`config.mk`:
```
export PLATFORM = sky130hd
export DESIGN_NAME = ps2_host_tx
export DESIGN_NICKNAME = d
export VERILOG_FILES = /design/src/rtl/ps2_host_tx.sv
export SDC_FILE = /design/constraint.sdc
export NUM_CORES = 1
export LEC_CHECK = 0
export BUFFER_PORTS_ARGS = -buffer_cell sky130_fd_sc_hd__buf_2
export CORE_UTILIZATION = 59
export CTS_BUF_LIST = sky130_fd_sc_hd__clkbuf_8
export CTS_CLUSTER_DIAMETER = 80
export DETAILED_ROUTE_END_ITERATION = 8
export GPL_TIMING_DRIVEN = 1
export PLACE_DENSITY = 0.8
export RECOVER_POWER = 25
export REMOVE_ABC_BUFFERS = 1
export SKIP_CTS_REPAIR_TIMING = 1
export SLEW_MARGIN = 20
export SYNTH_ARGS = -nofsm -noshare
export SYNTH_HDL_FRONTEND = slang
export SYNTH_SLANG_ARGS = --single-unit
```
`constraint.sdc`:
```
create_clock -name clk -period 3.7 [get_ports clk]
set_input_delay 0.555 -clock clk [delete_from_list [all_inputs] [get_ports clk]]
set_output_delay 0.555 -clock clk [all_outputs]
set_load 0.02 [all_outputs]
```
`src/rtl/ps2_host_tx.sv`:
```
// ps2_host_tx: PS/2 host-to-device command transmitter using the request-to-send procedure.
// Only open-collector enables are produced; the pads live in the top-level wrapper.
module ps2_host_tx #(
    parameter int INHIBIT_CYC = 400,
    parameter int TIMEOUT_CYC = 60000
) (
    input  logic       clk,
    input  logic       reset_n,
    input  logic [7:0] tx_data,
    input  logic       tx_stb,
    output logic       tx_busy,
    output logic       tx_done,
    output logic       tx_err,
    input  logic       ps2_clk_i,
    input  logic       ps2_dat_i,
    output logic       ps2_clk_oe,
    output logic       ps2_dat_oe
);
    localparam int IW = $clog2(INHIBIT_CYC + 1);
    localparam int TW = $clog2(TIMEOUT_CYC + 1);
    localparam logic [IW-1:0] INH_LAST = IW'(INHIBIT_CYC - 1);
    localparam logic [TW-1:0] TMO_LAST = TW'(TIMEOUT_CYC - 1);

    typedef enum logic [2:0] {IDLE, INHIBIT, RTS, DATA, ACK, WAIT_IDLE} state_t;

    state_t        state_q, state_d;
    logic [1:0]    clk_sync_q, clk_sync_d, dat_sync_q, dat_sync_d;
    logic          clk_prev_q, clk_prev_d;
    logic [IW-1:0] inh_q, inh_d;
    logic [TW-1:0] tmo_q, tmo_d;
    logic [3:0]    idx_q, idx_d;
    logic [9:0]    frame_q, frame_d;
    logic          dat_oe_q, dat_oe_d, done_q, done_d, err_q, err_d;
    logic          fall;

    assign fall       = clk_prev_q & ~clk_sync_q[1];
    assign tx_busy    = state_q != IDLE;
    assign ps2_clk_oe = state_q == INHIBIT;
    assign ps2_dat_oe = dat_oe_q;
    assign tx_done    = done_q;
    assign tx_err     = err_q;

    always_comb begin
        state_d    = state_q;
        clk_sync_d = {clk_sync_q[0], ps2_clk_i};
        dat_sync_d = {dat_sync_q[0], ps2_dat_i};
        clk_prev_d = clk_sync_q[1];
        inh_d      = inh_q;
        tmo_d      = '0;
        idx_d      = idx_q;
        frame_d    = frame_q;
        dat_oe_d   = dat_oe_q;
        done_d     = 1'b0;
        err_d      = 1'b0;
        case (state_q)
            IDLE: if (tx_stb) begin
                state_d = INHIBIT;
                frame_d = {1'b1, ~^tx_data, tx_data};
                inh_d   = '0;
            end
            INHIBIT: if (inh_q == INH_LAST) begin
                state_d  = RTS;
                inh_d    = '0;
                dat_oe_d = 1'b1;
            end else begin
                inh_d = inh_q + IW'(1);
            end
            RTS: begin
                state_d = DATA;
                idx_d   = '0;
            end
            DATA: if (fall) begin
                dat_oe_d = ~frame_q[idx_q];
                idx_d    = idx_q + 4'd1;
                state_d  = idx_q == 4'd9 ? ACK : DATA;
            end
            ACK: if (fall) begin
                state_d = dat_sync_q[1] ? IDLE : WAIT_IDLE;
                err_d   = dat_sync_q[1];
            end
            WAIT_IDLE: if (clk_sync_q[1] && dat_sync_q[1]) begin
                state_d = IDLE;
                done_d  = 1'b1;
            end
            default: state_d = IDLE;
        endcase
        // The timeout wins over any edge handled above in the same cycle.
        if (state_q inside {RTS, DATA, ACK, WAIT_IDLE}) begin
            tmo_d = tmo_q + TW'(1);
            if (tmo_q == TMO_LAST) begin
                state_d = IDLE;
                done_d  = 1'b0;
                err_d   = 1'b1;
            end
        end
        if (state_d == IDLE) begin
            dat_oe_d = 1'b0;
            idx_d    = '0;
        end
    end

    // Synchronisers reset to the idle-high bus level so no false edge follows reset.
    always_ff @(posedge clk or negedge reset_n) begin
        if (!reset_n) begin
            state_q    <= IDLE;
            clk_sync_q <= 2'b11;
            dat_sync_q <= 2'b11;
            clk_prev_q <= 1'b1;
            inh_q      <= '0;
            tmo_q      <= '0;
            idx_q      <= '0;
            frame_q    <= '0;
            dat_oe_q   <= 1'b0;
            done_q     <= 1'b0;
            err_q      <= 1'b0;
        end else begin
            state_q    <= state_d;
            clk_sync_q <= clk_sync_d;
            dat_sync_q <= dat_sync_d;
            clk_prev_q <= clk_prev_d;
            inh_q      <= inh_d;
            tmo_q      <= tmo_d;
            idx_q      <= idx_d;
            frame_q    <= frame_d;
            dat_oe_q   <= dat_oe_d;
            done_q     <= done_d;
            err_q      <= err_d;
        end
    end
endmodule

```
==> reports/metrics.csv <==
metric;value;unit
CTS H-tree lvls;2;
Tightest Hold Check Type;input pin to flop;
outcome;finished with violations;
DRC Markers;0;
failing checks;max-capacitance violations, max-slew violations;
commonest cells after routing, fill and taps aside;dfrtp_1, nand2_1, nor2_1, buf_2, a21oi_1;
hold_ws;343;ps
final instance area;2870;um2
max-slew violation total from the final report;51;
Area Growth Syn to Fin;7.85;%
IR drop worst, VDD;0.283;mV
Post-Syn Instances;254;
# nets final;289;
CP Launch Type;input pin;
final core utilization;0.659;
part of the Yosys area used for sequential elements;0.472;
final std cells w/o fill;323;
Post-DP Area;2760;um2
pre-CTS setup slack;1270;ps
vias in the first global route;1843;
Clock Tree Buf Depth;2;
Warnings, synthesis;0;
WS Path Type;input pin to asynchronous set/reset pin;
Initial Util;0.611;
total track usage;0.224;
commonest non-fill, non-tap cell in the layout;dfrtp_1;
Power, Total;978;uW
CP Launch Point;reset_n;
Max Cap Viol;1;
Arrival @ worst endpoint;2380;ps
GR Overflow Total;0;
post-route setup TNS;0;ps
layout cells sized above 1;0.166;
clk sinks;50;
Root Buffer;clkbuf_8;
reg2reg start;state_q[2]$_DFF_PN0_;
crit path cell chain;clkbuf_1;
antenna violations before repair;0;
Cell variety after synth;54;
Post-synth EDFFs;0;
Avg Cell Area, Syn;10.5;um2
Total Wirelength;5020;um
worst-path fanout max;50;
Placer Congestion;0.938;
Stages on worst setup path;1;
Iteration-0 DRC Markers;199;
Max-slew headroom;-0.721;
largest net degree at the start of global routing;51;
Worst Path Buf+Inv;1;
fmax;0.398;GHz
hold_sp;ps2_dat_i;
Final setup viols;0;
Cell Area, Synth;2660;um2
Core Area;4350;um2
global-route wire length before repair;8560;um
Clk pin slew, worst setup/hold paths;80;ps
CP required;3570;ps
CP endpoint kind;asynchronous set/reset pin;
Rows;24;
I/O pin count;18;
R2R cell count;6;
fill count;338;
Die W;69.2;um
Die Y;69.2;um
Worst-Margin Slew;2580;ps
Antenna Violating Nets Remaining;0;
TritonRoute pass-1 iters;4;
Tcrit/Tclk final;0.678;
diode count;0;
Port Buffer Count;17;
slowest cell on the critical path;clkbuf_1;
Layout Skew;10.9;ps
HPWL after DPL;3470;um
Final WS setup;1190;ps
CTS tree;built;
vias per std cell;6.09;
unrepaired setup endpoints after global routing;false;
Min Clock Period, post-route;2510;ps
crit-path max cell delay;1810;ps
clock latency on the worst-skew pair;310;ps
vias;1968;
cts bufs inserted;5;
CP delay by family, top;buffers and inverters;
power per cell area;341;nW/um2
die area;4780;um2
asr flop ratio synth;1.00;
Hold Path Cell Cnt;1;
Pleak;1.27;nW
Main synth FF type;dfrtp_1;
DP Cell Count;315;
wire per inst;15.5;um
Final Hold Viols;0;
Yosys reg bits;50;
==> Yosys cell counts (all sizes together) (2+ instances only) <==
| cell type | instances | area [um2] |
|---|---|---|
| nand2 | 20 | 75.1 |
| mux2i | 3 | 30.0 |
| mux2 | 12 | 139 |
| xnor2 | 9 | 78.8 |
| inv | 10 | 37.5 |
| nor2 | 20 | 82.6 |
| ha | 6 | 75.1 |
| o22ai | 2 | 12.5 |
| and2 | 2 | 12.5 |
| dfstp | 5 | 131 |
| and3 | 2 | 12.5 |
| and3b | 2 | 17.5 |
| a21oi | 16 | 91.3 |
| mux4 | 2 | 45.0 |
| nand3b | 2 | 15.0 |
| nor2b | 3 | 18.8 |
| nand4bb | 3 | 33.8 |
| dfrtp | 45 | 1130 |
| clkbuf | 2 | 7.51 |
| buf | 7 | 50.1 |
| nand4 | 12 | 75.1 |
| or2 | 2 | 12.5 |
| xor2 | 9 | 78.8 |
| a41oi | 2 | 17.5 |
| nor3 | 3 | 20.0 |
| nand3 | 10 | 50.1 |
| or3 | 7 | 43.8 |
| a31oi | 3 | 18.8 |
| nand2b | 2 | 12.5 |
| o21ai | 14 | 70.1 |
| a22o | 2 | 17.5 |
| and4 | 3 | 26.3 |
==> layer usage <==
| layer | up-vias | track usage | share of wire |
|---|---|---|---|
| li1 | 939 | - | - |
| met1 | 977 | 0.308 | 0.46 |
| met2 | 46 | 0.351 | 0.49 |
| met3 | 6 | 0.0468 | 0.041 |
| met4 | 0 | 0.0839 | 0.014 |
| met5 | - | 0 | 0 |
==> kinds of logic (layout without fill, tap and decap cells) <==
logic type	count (synthesis)	count (layout)	synth area share
AOI/OAI and AO/OA	44	44	0.104
adders and majority gates	6	6	0.0282
DFF	50	50	0.472
and+or+nand+nor	99	99	0.214
muxes	17	17	0.0804
xor gates and xnor gates	18	18	0.0592
buffers and inverters	20	37	0.0418
==> final timing paths <==
path	endpoint	slack [ps]
worst max register to register	idx_q[0]$_DFFE_PN0P_	1250
min in group asynchronous	inh_q[3]$_DFFE_PN0P_	1040
worst min-delay path	dat_sync_q[0]$_DFF_PN1_	340
worst max-delay path	tmo_q[9]$_DFF_PN0_	1190
worst min register to register	dat_sync_q[1]$_DFF_PN1_	360
max in group clk	idx_q[0]$_DFFE_PN0P_	1250
==> flip-flops by register name, summed over array words and instances, names as in the netlist <==
signal and cells:
inh_q 9, frame_q 10, clk_prev_q 1, clk_sync_q 2, dat_sync_q 2, tx_done 1, idx_q 4, state_q 3
tmo_q 16, tx_err 1, ps2_dat_oe 1
==> where the power goes <==
group          total (mW)  switching, mW  internal (mW)
Sequential          0.564        0.00544          0.558
Combinational      0.0472         0.0253         0.0218
Clock               0.367          0.178          0.189
Total               0.978          0.209          0.769
==> layout make-up <==
| class | count | area [um2] | share of cell area |
|---|---|---|---|
| inverter | 11 | 53.8 | 0.0187 |
| tap | 52 | 65.1 | 0.0227 |
| clock buffer | 8 | 110 | 0.0384 |
| multi-input combinational | 184 | 1290 | 0.450 |
| sequential | 50 | 1260 | 0.438 |
| timing repair buffer | 18 | 91.3 | 0.0318 |
(Power assumes the default switching activity.)
